`config.mk`:
```
export PLATFORM = sky130hd
export DESIGN_NAME = mac_seq_ctrl
export DESIGN_NICKNAME = d
export VERILOG_FILES = /design/src/rtl/mac_pkg.sv /design/src/rtl/mac_ld_pipe.sv /design/src/rtl/mac_seq_ctrl.sv
export SDC_FILE = /design/constraint.sdc
export NUM_CORES = 1
export LEC_CHECK = 0
export CAP_MARGIN = 20
export CELL_PAD_IN_SITES_DETAIL_PLACEMENT = 1
export CELL_PAD_IN_SITES_GLOBAL_PLACEMENT = 1
export CORE_MARGIN = 5
export CORE_UTILIZATION = 41
export CTS_CLUSTER_DIAMETER = 50
export CTS_CLUSTER_SIZE = 14
export DETAILED_ROUTE_END_ITERATION = 10
export PLACE_DENSITY_LB_ADDON = 0.3
export SLEW_MARGIN = 20
export SYNTH_ARGS = -nofsm -noshare
export SYNTH_HDL_FRONTEND = slang
export SYNTH_SLANG_ARGS = --single-unit
```
`constraint.sdc`:
```
create_clock -name clk -period 4.2 [get_ports clk]
set_input_delay 0.42 -clock clk [delete_from_list [all_inputs] [get_ports clk]]
set_output_delay 0.42 -clock clk [all_outputs]
set_load 0.005 [all_outputs]
```
`src/rtl/mac_pkg.sv`:
```
// Shared types for the MAC sequencer: FSM state encoding and default widths.
package mac_pkg;

    localparam int LEN_W_DEF = 4;

    typedef enum logic [2:0] {
        S_IDLE,
        S_CLEAR,
        S_RUN,
        S_DRAIN,
        S_DONE
    } state_t;

endpackage

```
`src/rtl/mac_ld_pipe.sv`:
```
// PIPE_LAT-deep shift register that delays each operand pop into an
// accumulator load strobe; o_empty means nothing is pending after this edge.
module mac_ld_pipe #(
    parameter int PIPE_LAT = 1
) (
    input  logic clk,
    input  logic rst,
    input  logic i_push,
    input  logic i_flush,
    output logic o_ld,
    output logic o_empty
);

    logic [PIPE_LAT-1:0] r_pipe;
    logic [PIPE_LAT-1:0] w_next;

    if (PIPE_LAT == 1) begin : g_one
        assign w_next = i_push;
    end else begin : g_multi
        assign w_next = {r_pipe[PIPE_LAT-2:0], i_push};
    end

    always_ff @(posedge clk or posedge rst) begin
        if (rst) begin
            r_pipe <= '0;
        end else if (i_flush) begin
            r_pipe <= '0;
        end else begin
            r_pipe <= w_next;
        end
    end

    assign o_ld    = r_pipe[PIPE_LAT-1];
    assign o_empty = (w_next == '0);

endmodule

```
`src/rtl/mac_seq_ctrl.sv`:
```
// MAC run sequencer: clear, pop len operand pairs, drain load pipe, pulse done.
// Define MAC_SEQ_ABORT_EN to add the abort input.
module mac_seq_ctrl
    import mac_pkg::*;
#(
    parameter int LEN_W    = LEN_W_DEF,
    parameter int PIPE_LAT = 1
) (
    input  logic             clk,
    input  logic             rst,
    input  logic             start,
    input  logic [LEN_W-1:0] len,
    input  logic             op_valid,
`ifdef MAC_SEQ_ABORT_EN
    input  logic             abort,
`endif
    output logic             op_rd,
    output logic [LEN_W-1:0] addr,
    output logic             clr_acc,
    output logic             ld_out,
    output logic             busy,
    output logic             done
);

    state_t           r_state;
    logic [LEN_W-1:0] r_len;
    logic [LEN_W-1:0] r_addr;
    logic             r_clr;
    logic             r_busy;
    logic             r_done;
    logic             w_abort;
    logic             w_flush;
    logic             w_pop;
    logic             w_empty;

`ifdef MAC_SEQ_ABORT_EN
    assign w_abort = abort;
`else
    assign w_abort = 1'b0;
`endif

    assign w_flush = w_abort && (r_state == S_CLEAR || r_state == S_RUN ||
                                 r_state == S_DRAIN);
    // Pop is combinational on op_valid so a stalled source costs no cycle.
    assign w_pop   = (r_state == S_RUN) && op_valid && !w_abort;

    always_ff @(posedge clk or posedge rst) begin
        if (rst) begin
            r_state <= S_IDLE;
            r_len   <= '0;
            r_addr  <= '0;
            r_clr   <= 1'b0;
            r_busy  <= 1'b0;
            r_done  <= 1'b0;
        end else begin
            r_clr  <= 1'b0;
            r_done <= 1'b0;
            if (w_flush) begin
                r_state <= S_IDLE;
                r_busy  <= 1'b0;
            end else begin
                unique case (r_state)
                    S_IDLE: begin
                        if (start) begin
                            r_addr <= '0;
                            r_busy <= 1'b1;
                            if (len != '0) begin
                                r_len   <= len;
                                r_state <= S_CLEAR;
                                r_clr   <= 1'b1;
                            end else begin
                                r_state <= S_DONE;
                                r_done  <= 1'b1;
                            end
                        end
                    end
                    S_CLEAR: r_state <= S_RUN;
                    S_RUN: begin
                        if (w_pop) begin
                            if (r_addr == r_len - LEN_W'(1)) begin
                                r_state <= S_DRAIN;
                            end else begin
                                r_addr <= r_addr + LEN_W'(1);
                            end
                        end
                    end
                    S_DRAIN: begin
                        if (w_empty) begin
                            r_state <= S_DONE;
                            r_done  <= 1'b1;
                        end
                    end
                    S_DONE: begin
                        r_state <= S_IDLE;
                        r_busy  <= 1'b0;
                    end
                    default: r_state <= S_IDLE;
                endcase
            end
        end
    end

    mac_ld_pipe #(
        .PIPE_LAT(PIPE_LAT)
    ) u_ld_pipe (
        .clk    (clk),
        .rst    (rst),
        .i_push (w_pop),
        .i_flush(w_flush),
        .o_ld   (ld_out),
        .o_empty(w_empty)
    );

    assign op_rd   = w_pop;
    assign addr    = r_addr;
    assign clr_acc = r_clr;
    assign busy    = r_busy;
    assign done    = r_done;

endmodule

```
# Word-level counts from Yosys, hierarchy flattened
# Index checks and enable logic that the tools add are counted.
[classes]
n_eq_ne = 10
n_bitwise = 0
mul = 0
order_cmp = 0
n_reduce_logical = 9
n_shift = 0
add_sub_neg = 2
div_mod_pow = 0
mux = 19
[ops]
columns = ["op", "count"]
rows = [
  ["3-bit 2-to-1 mux", 5],
  ["4-bit 2-to-1 mux", 3],
  ["3-bit case mux with 4 select lines", 1],
  ["2-bit inequality test (second input constant)", 4],
  ["4-bit case mux with 2 select lines", 1],
  ["4-bit AND reduction", 2],
  ["1-bit 2-to-1 mux", 7],
  ["3-bit by 2-bit equality test with 1-bit output (second input constant)", 2],
  ["4-bit by 1-bit adder with 4-bit output (second input constant)", 1],
  ["4-bit equality test", 1],
  ["1-bit case mux with 2 select lines", 2],
  ["2-bit nonzero test", 2],
  ["4-bit nonzero test", 1],
  ["4-bit by 1-bit subtractor with 4-bit output (second input constant)", 1],
  ["3-bit by 1-bit equality test with 1-bit output (second input constant)", 1],
  ["3-bit equality test (second input constant)", 1],
  ["3-bit zero test", 1],
  ["3-bit AND reduction", 1],
  ["2-bit by 1-bit inequality test with 1-bit output (second input constant)", 1],
  ["2-bit AND reduction", 1],
  ["1-bit logical AND", 1],
]
[word_totals]
word_cells = 47
memories = 0
input_bits = 8
ram_bits = 0
latch_bits = 0
romBits = 0
regBits = 15
output_inout_bits = 9

# Longest topological paths before layout
[depth]
word_depth = 5
ltp_mapped = 6
mapped_depth_nobuf = 6

# Cells and area by module
# Synthesis repeated with hierarchy kept, for this count alone.
[hier_totals]
cells_unflattened = 75
area_unflattened_um2 = 815.8
[by_module_without_submodules]
columns = ["mod", "cells_per_inst", "n_inst", "seq_area_each_um2", "area_each_um2"]
rows = [
  ["mac_seq_ctrl", 71, 1, 350.3, 769.5],
  ["mac_ld_pipe", 4, 1, 25.0, 46.3],
]

# Worst setup path before layout
# Ideal clock, no wire load.
[synth_timing]
path_type = "reg-to-reg"
startpoint = "register r_len[0]"
endpoint = "register r_addr[0], in the netlist addr[0]"
required_time_ns = 4.079
n_path_buf = 0
arrival_ns = 1.516
setup_ns = 0.121
stages_incl_launch_ff = 7
path_slack_ns = 2.563
cell_sequence = "dfrtp_1 > inv_1 > ha_1 > xnor3_1 > nand3_2 > or2_2 > a22o_1"
[synth_via]
elab_chain_cells = 4
[synth_rtl]
columns = ["item", "line_no", "rtl"]
rows = [
  ["start: declaration", "mac_seq_ctrl.sv:26", "logic [LEN_W-1:0] r_len;"],
  ["start signal: assignment", "mac_seq_ctrl.sv:68", "r_len <= len;"],
  ["4-bit by 1-bit subtractor with 4-bit output", "mac_seq_ctrl.sv:80", "if (r_addr == r_len - LEN_W'(1)) begin"],
  ["4-bit equality test", "mac_seq_ctrl.sv:80", ""],
  ["2-bit inequality test (no source line)", "n/a", ""],
  ["4-bit AND reduction (no source line)", "n/a", ""],
  ["end signal: assignment", "mac_seq_ctrl.sv:83", "r_addr <= r_addr + LEN_W'(1);"],
  ["end: declaration", "mac_seq_ctrl.sv:27", "logic [LEN_W-1:0] r_addr;"],
]
# Every way passes these cells.
# A chain may end at the register's enable or synchronous reset.

# Worst setup path in the final report
[layout_timing]
startpoint = "register r_state[1]"
endpoint = "output op_rd"
[layout_via]
elab_chain_cells = 2
[layout_rtl]
columns = ["item", "line_no", "rtl"]
rows = [
  ["start: declaration", "mac_seq_ctrl.sv:25", "state_t r_state;"],
  ["start signal: assignment", "mac_seq_ctrl.sv:49", "r_state <= S_IDLE;"],
  ["start signal: assignment", "mac_seq_ctrl.sv:59", "r_state <= S_IDLE;"],
  ["start signal: assignment", "mac_seq_ctrl.sv:69", "r_state <= S_CLEAR;"],
  ["3-bit by 2-bit equality test with 1-bit output", "mac_seq_ctrl.sv:45", "assign w_pop = (r_state == S_RUN) && op_valid && !w_abort;"],
  ["1-bit logical AND", "mac_seq_ctrl.sv:45", ""],
  ["end: declaration", "mac_seq_ctrl.sv:17", "output logic op_rd,"],
]
# Every way passes these cells.

==> run_results.csv <==
group,metric,value,unit
outcome,status,"finished clean",
setup_path,rr_worst_depth,6,
clock_tree,cts_tree,"built",
grt,grt_usage,0.150,
floorplanning,fp-row-count,16,
final_layout,areaGrowthSynthToFinish,23.4,%
synthesis,async_reset_ff_frac,1.00,
sta,fmax,406,MHz
power_and_ir_drop,power_density,706,nW/um^2
setup_path,end_kind,"output port",
synthesis,yosysSeqAreaShare,0.455,
synthesis,ys_types,32,
grt,grt_max_degree,16,
sta,post-route-period-util,0.586,
setup_path,start_kind,"flip-flop",
sta,worstMarginPinSlew,0.587,ns
route,wl_met2,887,um
final_layout,nets,104,
grt,antenna_found_initial,0,
route,drt_pass1_iterations,4,
setup_path,worst-endpoint-arrival,2.04,ns
floorplanning,die_x,54.8,um
route,dr_wl_met3,149,um
power_and_ir_drop,p_leak,0.461,nW
sta,finalMaxSlewViolations,0,
synthesis,avgSynthCellArea,10.7,um^2
floorplanning,ios,17,
setup_path,criticalPathCategory,"reg -> out",
route,drt-initial-drc-count,3,
route,routedWlPerCell,15.9,um
clock_tree,root_buffer,"clkbuf_4",
setup_path,r2r_end,"addr[0]",
setup_path,required,3.78,ns
sta,whs,0.474,ns
synthesis,synth_edf_count,0,
final_layout,fin_cells,120,
grt,grt_overflow,0,
clock_tree,hold_buffers,0,
clock_tree,clkSinkCount,15,
sta,fin_setup_tns,0,ns
synthesis,synth.top_cell.area_share,0.455,
synthesis,syn-num-nets,87,
clock_tree,clk_latency,0.30,ns
route,vias,647,
route,wl_met1,827,um
route,drt_wl_total,1900,um
sta,fin_skew,0.00975,ns
synthesis,ys.flop_type,"dfrtp_1",
clock_tree,cts.path.max_buffers,2,
place,gp_congestion,0.830,
sta,setup_viol,0,
clock_tree,cts_max_level,1,
place,dp_hpwl,1450,um
grt,grt_pass1_wl,3110,um
floorplanning,die_h,54.8,um
floorplanning,start_util,0.425,
synthesis,synth_cells,77,
flow_run,drv_cap,0,
route,drt.antenna.violating_nets,0,
synthesis,syn-cell-area,825,um^2
setup_path,cp_max_fo,10,
synthesis,synth.ff_latch_count,15,
synthesis,synthTopCellsByCount,"dfrtp_1 (15), inv_1 (7), nor2_1 (7)",
sta,post-route-min-period,2.46,ns
power_and_ir_drop,peakVddDrop,363,uV
floorplanning,core,1940,um^2
floorplanning,die_area,3010,um^2
clock_tree,numCtsBuffers,3,
final_layout,layout-drive-gt1-share,0.129,
sta,timing_hold_violations_final,0,
setup_path,r2r_slack,2.37,ns
synthesis,synth_area_leaders,"dfrtp_1 (46%), mux2_4 (7.3%), inv_1 (3.2%), nor2_1 (3.2%), xnor2_1 (3.2%)",
place,placed_cells,116,
synthesis,ys_warn_count,0,
clock_tree,cts_resized,0,
worst_hold_path,hold_path_class,"in -> async",
final_layout,antenna-diode-count,0,
grt,grt_pass1_vias,692,
route,via_per_inst,5.39,
place,port_buffers,16,
route,drc,0,
route,maxUsedRoutingLayer,"met4",
clock_tree,postCtsSetupRepairBufs,0,
synthesis,yosysMostFrequentCell,"dfrtp_1",
sta,rsz0062_at_grt,"no",
clock_tree,clk_pin_slew,0.10,ns
setup_path,regToRegStartpoint,"r_len[0]",
sta,slew_headroom,0.608,
synthesis,yosysTopAreaCell,"dfrtp_1",
[area by class of cell]
type | count | area, um^2
Fill cell | 222 | 925
Multi-Input combinational cell | 51 | 392
Sequential cell | 15 | 375
Timing Repair Buffer | 16 | 160
Tap cell | 27 | 33.8
Inverter | 7 | 26.3
Clock buffer | 3 | 22.5
Clock inverter | 1 | 7.51
[worst max path at each step]
stage	startpoint	to	slack, ns	cells after the start
3_3_place_gp	len[0]	r_len[3]	2.09	4
5_1_grt	r_state[1]	op_rd	1.61	4
3_5_place_dp	len[2]	r_len[2]	2.06	4
6_report	r_state[1]	op_rd	1.74	4
4_1_cts	r_state[1]	op_rd	1.72	4
2_1_floorplan	r_len[0]	addr[0]	2.56	6
[report_power, final]
part,internal (W),total [W],switching [W]
logic,0.000196,0.000354,0.000158
clock network,0.0000364,0.0000893,0.0000530
registers,0.000200,0.000275,0.0000740
[worst max-delay path, stage by stage (launching register included)]
cell,delay (ns)
dfrtp_1,0.53
nor3b_1,0.40
nand2_1,0.16
inv_1,0.13
clkdlybuf4s50_1,0.51
[registers in the layout (all words and copies together), names as in the netlist]
name / cells
addr: 4
r_len: 4
r_state: 3
busy: 1
clr_acc: 1
done: 1
u_ld_pipe.o_ld: 1
[kinds of logic (layout without fill, tap and decap cells)]
| group | after synthesis | in the layout | share of synthesized area |
|---|---|---|---|
| and+or+nand+nor | 25 | 25 | 0.164 |
| DFF | 15 | 15 | 0.455 |
| AOI/OAI and AO/OA | 14 | 14 | 0.127 |
| buffers and inverters | 11 | 27 | 0.0698 |
| xor gates and xnor gates | 6 | 6 | 0.0804 |
| muxes | 4 | 4 | 0.0728 |
| adders and majority gates | 2 | 2 | 0.0303 |
[layer usage]
metal,track usage,up-vias
met3,0.0381,7
li1,-,303
met2,0.240,24
met1,0.182,313
met4,0.0788,0
met5,0,-
[cells in the final DEF (no fill, tap or decap), types with 2 or more instances in the layout]
cell type,Yosys,layout
clkdlybuf4s50_1,0,16
dfrtp_1,15,15
nor2_1,7,7
inv_1,7,7
nand2_1,6,6
mux2_4,4,4
xnor2_1,3,3
o211ai_1,3,3
clkbuf_4,0,3
nor3b_1,2,2
xor2_1,2,2
o21ai_0,2,2
o2111ai_1,2,2
nand3_1,2,2
ha_1,2,2
[metrics by stage]
| stage | worst slack (ns) | area, um^2 | util | total power [W] |
|---|---|---|---|---|
| finish | 1.74 | 1020 | 0.524 | 0.000718 |
| global route | 1.61 | 1020 | 0.524 | 0.000772 |
| CTS | 1.72 | 1020 | 0.524 | 0.000725 |
| detailed placement | 2.06 | 987 | 0.508 | 0.000633 |
| global placement | 2.09 | 987 | 0.508 | 0.000615 |
| floorplan | 2.56 | 825 | - | 0.000526 |
No activity file was read; power rests on OpenSTA's default activity.
